==> src/rtl/keypad_pkg.sv <==
// Shared types and key-code lookup for the 4x3 keypad scanner.
// Key map: rows 1-2-3 / 4-5-6 / 7-8-9 / *-0-#.
package keypad_pkg;

  typedef enum logic [1:0] {
    SCAN,
    DEBOUNCE,
    EMIT,
    RELEASE
  } state_t;

  localparam logic [3:0] KEY_STAR = 4'b1011;
  localparam logic [3:0] KEY_HASH = 4'b1100;

  localparam logic [3:0] KEY_LUT [0:3][0:2] = '{
    '{4'd1, 4'd2, 4'd3},
    '{4'd4, 4'd5, 4'd6},
    '{4'd7, 4'd8, 4'd9},
    '{KEY_STAR, 4'd0, KEY_HASH}
  };

  function automatic logic [1:0] row_idx(input logic [3:0] row);
    row_idx = 2'd0;
    unique case (1'b1)
      ~row[0]: row_idx = 2'd0;
      ~row[1]: row_idx = 2'd1;
      ~row[2]: row_idx = 2'd2;
      ~row[3]: row_idx = 2'd3;
    endcase
  endfunction

  function automatic logic [1:0] col_idx(input logic [2:0] col);
    col_idx = 2'd0;
    unique case (1'b1)
      ~col[0]: col_idx = 2'd0;
      ~col[1]: col_idx = 2'd1;
      ~col[2]: col_idx = 2'd2;
    endcase
  endfunction

  function automatic logic [3:0] key_code(
    input logic [1:0] r,
    input logic [1:0] c
  );
    key_code = 4'd0;
    if (c != 2'd3)
      key_code = KEY_LUT[r][c];
  endfunction

endpackage

==> src/rtl/keypad_debounce.sv <==
// Saturating match counter shared by press and release qualification.
// done fires on the LIMIT-th consecutive matching cycle.
module keypad_debounce #(
  parameter int LIMIT = 8
) (
  input  logic CLK,
  input  logic RST,
  input  logic clr,
  input  logic match,
  output logic done
);

  localparam int W = $clog2(LIMIT);
  localparam logic [W-1:0] LAST = W'(LIMIT - 1);

  logic [W-1:0] cnt;

  always_ff @(posedge CLK) begin
    if (!RST || clr || !match)
      cnt <= '0;
    else if (cnt != LAST)
      cnt <= cnt + 1'b1;
  end

  assign done = match && !clr && (cnt == LAST);

endmodule

==> src/rtl/keypad_scanner.sv <==
// 4x3 matrix keypad scanner with debounce, one-shot key strobe and hold flag.
// Optional auto-repeat while held: define KEYPAD_AUTOREPEAT_EN.
module keypad_scanner #(
  parameter int SCAN_DIV     = 1000,
  parameter int DEBOUNCE_CNT = 50000,
  parameter int REPEAT_CNT   = 25000000
) (
  input  logic       CLK,
  input  logic       RST,
  input  logic [3:0] ROW,
  output logic [2:0] COL,
  output logic [3:0] BCD_OUT,
  output logic       KEY_VALID,
  output logic       KEY_HELD
);

  import keypad_pkg::*;

  localparam int DW = $clog2(SCAN_DIV);
  localparam logic [DW-1:0] DIV_LAST = DW'(SCAN_DIV - 1);

  state_t state, state_d;
  logic [DW-1:0] div_q;
  logic [3:0] cap_row;
  logic [3:0] cap_code;
  logic sample, hit;
  logic db_clr, db_match, db_done;
  logic rep_fire;

  assign sample = (state == SCAN) && (div_q == DIV_LAST);
  assign hit    = sample && $onehot(~ROW);

  assign db_clr   = !((state == DEBOUNCE) || (state == RELEASE));
  assign db_match = (state == DEBOUNCE) ? (ROW == cap_row)
                                        : (ROW == 4'hF);

  keypad_debounce #(
    .LIMIT(DEBOUNCE_CNT)
  ) u_db (
    .CLK  (CLK),
    .RST  (RST),
    .clr  (db_clr),
    .match(db_match),
    .done (db_done)
  );

  always_ff @(posedge CLK) begin
    if (!RST)
      state <= SCAN;
    else
      state <= state_d;
  end

  always_comb begin
    state_d = state;
    unique case (state)
      SCAN:
        if (hit) state_d = DEBOUNCE;
      DEBOUNCE:
        if (ROW != cap_row) state_d = SCAN;
        else if (db_done)   state_d = EMIT;
      EMIT:
        state_d = RELEASE;
      RELEASE:
        if (db_done) state_d = SCAN;
      default:
        state_d = SCAN;
    endcase
  end

  always_ff @(posedge CLK) begin
    if (!RST) begin
      COL       <= 3'b110;
      div_q     <= '0;
      cap_row   <= 4'hF;
      cap_code  <= 4'd0;
      BCD_OUT   <= 4'd0;
      KEY_VALID <= 1'b0;
      KEY_HELD  <= 1'b0;
    end else begin
      KEY_VALID <= (state_d == EMIT) || rep_fire;
      if (state == SCAN) begin
        if (sample) begin
          div_q <= '0;
          if (hit) begin
            cap_row  <= ROW;
            cap_code <= key_code(row_idx(ROW), col_idx(COL));
          end else begin
            COL <= {COL[1:0], COL[2]};
          end
        end else begin
          div_q <= div_q + 1'b1;
        end
      end
      if (state_d == EMIT) begin
        BCD_OUT  <= cap_code;
        KEY_HELD <= 1'b1;
      end
      if ((state == RELEASE) && db_done) begin
        KEY_HELD <= 1'b0;
        COL      <= 3'b110;
        div_q    <= '0;
      end
    end
  end

`ifdef KEYPAD_AUTOREPEAT_EN
  localparam int RW = $clog2(REPEAT_CNT);
  localparam logic [RW-1:0] REP_LAST = RW'(REPEAT_CNT - 1);

  logic [RW-1:0] rep_q;
  logic held;

  assign held     = (ROW != 4'hF);
  assign rep_fire = (state == RELEASE) && held && (rep_q == REP_LAST);

  // Counting starts in EMIT so repeats land exactly REPEAT_CNT apart.
  always_ff @(posedge CLK) begin
    if (!RST || rep_fire ||
        !((state == EMIT) || (state == RELEASE)) ||
        ((state == RELEASE) && !held))
      rep_q <= '0;
    else if (rep_q != REP_LAST)
      rep_q <= rep_q + 1'b1;
  end
`else
  assign rep_fire = (REPEAT_CNT < 0);
`endif

endmodule

==> config.mk <==
export PLATFORM = sky130hd
export DESIGN_NAME = keypad_scanner
export DESIGN_NICKNAME = d
export VERILOG_FILES = /design/src/rtl/keypad_pkg.sv /design/src/rtl/keypad_debounce.sv /design/src/rtl/keypad_scanner.sv
export SDC_FILE = /design/constraint.sdc
export NUM_CORES = 1
export LEC_CHECK = 0
export CAP_MARGIN = 20
export CORE_UTILIZATION = 30
export CTS_BUF_LIST = sky130_fd_sc_hd__clkbuf_4
export CTS_CLUSTER_SIZE = 25
export DETAILED_ROUTE_END_ITERATION = 8
export PLACE_DENSITY_LB_ADDON = 0.05
export SLEW_MARGIN = 20
export SYNTH_ARGS = -nofsm -noshare
export SYNTH_HDL_FRONTEND = slang
export SYNTH_HIERARCHICAL = 1
export SYNTH_SLANG_ARGS = --single-unit
==> constraint.sdc <==
create_clock -name CLK -period 3.6 [get_ports CLK]
set_clock_uncertainty 0.2 [all_clocks]
set_input_delay 0.36 -clock CLK [delete_from_list [all_inputs] [get_ports CLK]]
set_output_delay 0.36 -clock CLK [all_outputs]
set_load 0.01 [all_outputs]
==> results.txt <==
Crit path launch type: input port
WHS: 0.2727 ns
Power, Total: 0.0008820 W
Synth top area share: 0.3892
GRT Overall Usage: 0.1265
Bufs and invs on worst path: 3
CTS Sinks: 45
WS Path Type: input port to flop
CP Max Fanout: 10
M1 WL: 2579 um
Clock transition at path regs: 0.15 ns
Cells after synthesis: 260
Die width: 89.84 um
Drt via density: 4.679
Core footprint: 7370 um^2
Final ANT Viol Nets: 0
Cell mode on critical path: ha_1
Critical path endpoint category: flop
Max Slew Vio Count: 0
Internal: 0.0006738 W
FP Rows: 31
Required @ worst endpoint: 3.66 ns
Synthesized Nets: 275
Synth Register Bits: 45
Crit path cell chain: clkdlybuf4s50_1 > fa_1 > inv_1 > ha_1 > ha_1 > or3b_2 > nor4_4 > buf_4 > mux2i_1 > nand2_1
Unrepaired setup endpoints after global routing: no
Fin Setup TNS: 0 ns
Met3 WL: 138 um
Max Used Layer: met4
Setup bufs post-CTS: 0
TritonRoute pass-1 iters: 4
Clock buffer depth: 2
WHS Path Cells: 2
Syn_area_per_cell: 8.903 um^2
H-tree level count: 2
Worst slew pin tran: 0.4933 ns
Area growth from synthesis to layout: 14.49%
HPWL after DPL: 3472 um
Psw: 0.0002081 W
Library cells used by synthesis: 51
PD cells: 332.8 nW/um^2
Total CTS buffers: 5
Max Fclk: 0.3455 GHz
Full die area: 8071 um^2
Final Cycle Share: 0.8041
DRC viols: 0
Clk Latency, worst-skew pair: 0.36 ns
CP delay by family, top: adder cells
Final Hold Fails: 0
WP data arrival: 2.96 ns
Synth warn: 6
Ratio of cells with drive above 1 in the final layout: 0.08993
Synth top area cells: dfxtp_1 (39%), mux2i_1 (6.1%), xnor2_1 (5.7%), nor2_1 (5.2%), nand2_1 (4.7%)
First-pass GRT wire length: 8224 um
Rel. slew slack: 0.6667
Hold Path Class: flop to flop
Starting density of the core: 0.3141
Logic pwr share: 0.064
Seq pwr share: 0.571
Post-synth EDFFs: 0
Die Y: 89.84 um
Status: finished, final reports clean
Leakage: 0.9012 nW
Via count: 1764
RD Place Congestion: 0.6923
IO Count: 15
Non-filler cells in the finished layout: 377
Synth Cell Area: 2315 um^2
Switching share of power: 0.2360
Initial antenna violation count: 0
Stages on worst setup path: 10
Max stage delay cell, worst path: fa_1
Initial DRC Count: 42
Vias in the first global route: 1704
Met2 routed WL: 1975 um
Worst R2R Start: u_db/cnt[11]
Crit path from: ROW[1]
Yosys top cell by area: dfxtp_1
Max-cap violations: 0
Clock power share: 0.365
Ant diodes: 0
Ys flop type: dfxtp_1
Worst Reg-to-Reg Cells: 7
Pin count of the biggest net entering global routing: 20
Register area share after synthesis: 0.3892
Setup violations, final: 0
Worst Hold Launch: cap_code[3]
Max IR drop VDD: 0.1503 mV
Final min period: 2.895 ns
Layout net count: 292
Async SR Flop Fraction: 0
WL final: 4748 um
CTS tree: built
Routed WL per cell: 12.59 um
Number of hold buffers added after cts: 0
IO Port Bufs: 14
Remaining global-route overflow: 0
CTS resizes: 0
CTS root buffer: clkbuf_4
Post-Place Cells: 369
Worst path max stage delay: 0.52 ns
[Yosys cell counts, drive strengths merged (2+ instances only)]
library cell and n:
nor2b 3, ha 8, nand3 8, inv 12
buf 6, or3 3, nand4 6, xnor2 15
and2 4, nand3b 2, a31oi 3, o21a 2
a21oi 9, mux2i 14, clkbuf 4, or4 2
xor2 8, or3b 3, nor2 32, and3 2
o21ai 5, nand2 29, nor4 7, nand4b 2
nor3 8, dfxtp 45
[worst paths after layout]
| kind | end | slack (ns) |
|---|---|---|
| max | cap_row[2] | 0.71 |
| max reg2reg | BCD_OUT[2] | 0.71 |
| min reg2reg | BCD_OUT[3] | 0.27 |
| min | BCD_OUT[3] | 0.27 |
[state kept, by name, summed over array words and instances (netlist names)]
register and count:
state 2, COL 3, cap_row 4, BCD_OUT 4, KEY_HELD 1, KEY_VALID 1
cap_code 4, div_q 10, u_db/cnt 16
[metrics by stage]
step | util | worst slack, ns | cell area (um^2)
finish | 0.3596 | 0.7053 | 2650
global route | 0.3596 | 0.5088 | 2650
CTS | 0.3596 | 0.7007 | 2650
detailed placement | 0.3482 | 0.2949 | 2566
global placement | 0.3482 | 0.2902 | 2566
floorplan | - | 0.8826 | 2315
[metal layers]
| metal | vias up | global-route usage |
|---|---|---|
| met5 | - | 0 |
| met4 | 0 | 0.03689 |
| met3 | 5 | 0.02961 |
| met2 | 23 | 0.1910 |
| met1 | 805 | 0.1784 |
| li1 | 931 | - |
[placed cells by master, fill, tap and decap left out, types with 2 or more instances in the layout]
cell	count
nand2_1	29
a31oi_1	3
nand3_1	8
inv_1	12
dfxtp_1	45
nor4_1	4
nor4_2	2
nand4b_1	2
ha_1	8
or3_1	3
nor3_1	8
nand3b_1	2
nand4_1	6
and2_1	4
clkdlybuf4s50_1	14
mux2i_1	14
nor2b_1	3
o21a_1	2
and3_1	2
a21oi_1	9
buf_4	6
nor2_1	32
xor2_1	8
o21ai_0	4
clkbuf_4	5
xnor2_1	15
[cell families after synthesis]
family	count (synthesis)	share of synthesized area
compound gates	28	0.08054
mux	15	0.06540
fa+ha+maj	9	0.05189
flops	45	0.3892
buf+inv	22	0.04432
simple gates	118	0.2816
xor+xnor	23	0.08703
[worst min-delay path: cells and delay by family (launching register included)]
kind / cells / cell delay, ns
simple gates: 1 / 0.05
flops: 1 / 0.34
mux: 1 / 0.06
[area by class of cell]
type | instances | area (um^2)
clock buffer | 5 | 37.54
clock inverter | 3 | 46.29
fill | 800 | 4720
tap | 99 | 123.9
sequential | 45 | 900.9
timing repair buffer | 20 | 185.2
inverter | 12 | 45.04
multi-input combinational | 193 | 1311
[power by group through the flow]
stage / combinational, W / clock (W) / sequential (W)
finish: 0.0000563 / 0.000322 / 0.000504
global route: 0.0000644 / 0.000358 / 0.000505
CTS: 0.0000573 / 0.000341 / 0.000504
detailed placement: 0.0000569 / 0 / 0.000515
global placement: 0.0000574 / 0 / 0.000515
floorplan: 0.0000350 / 0 / 0.000514
(Power assumes the default switching activity.)
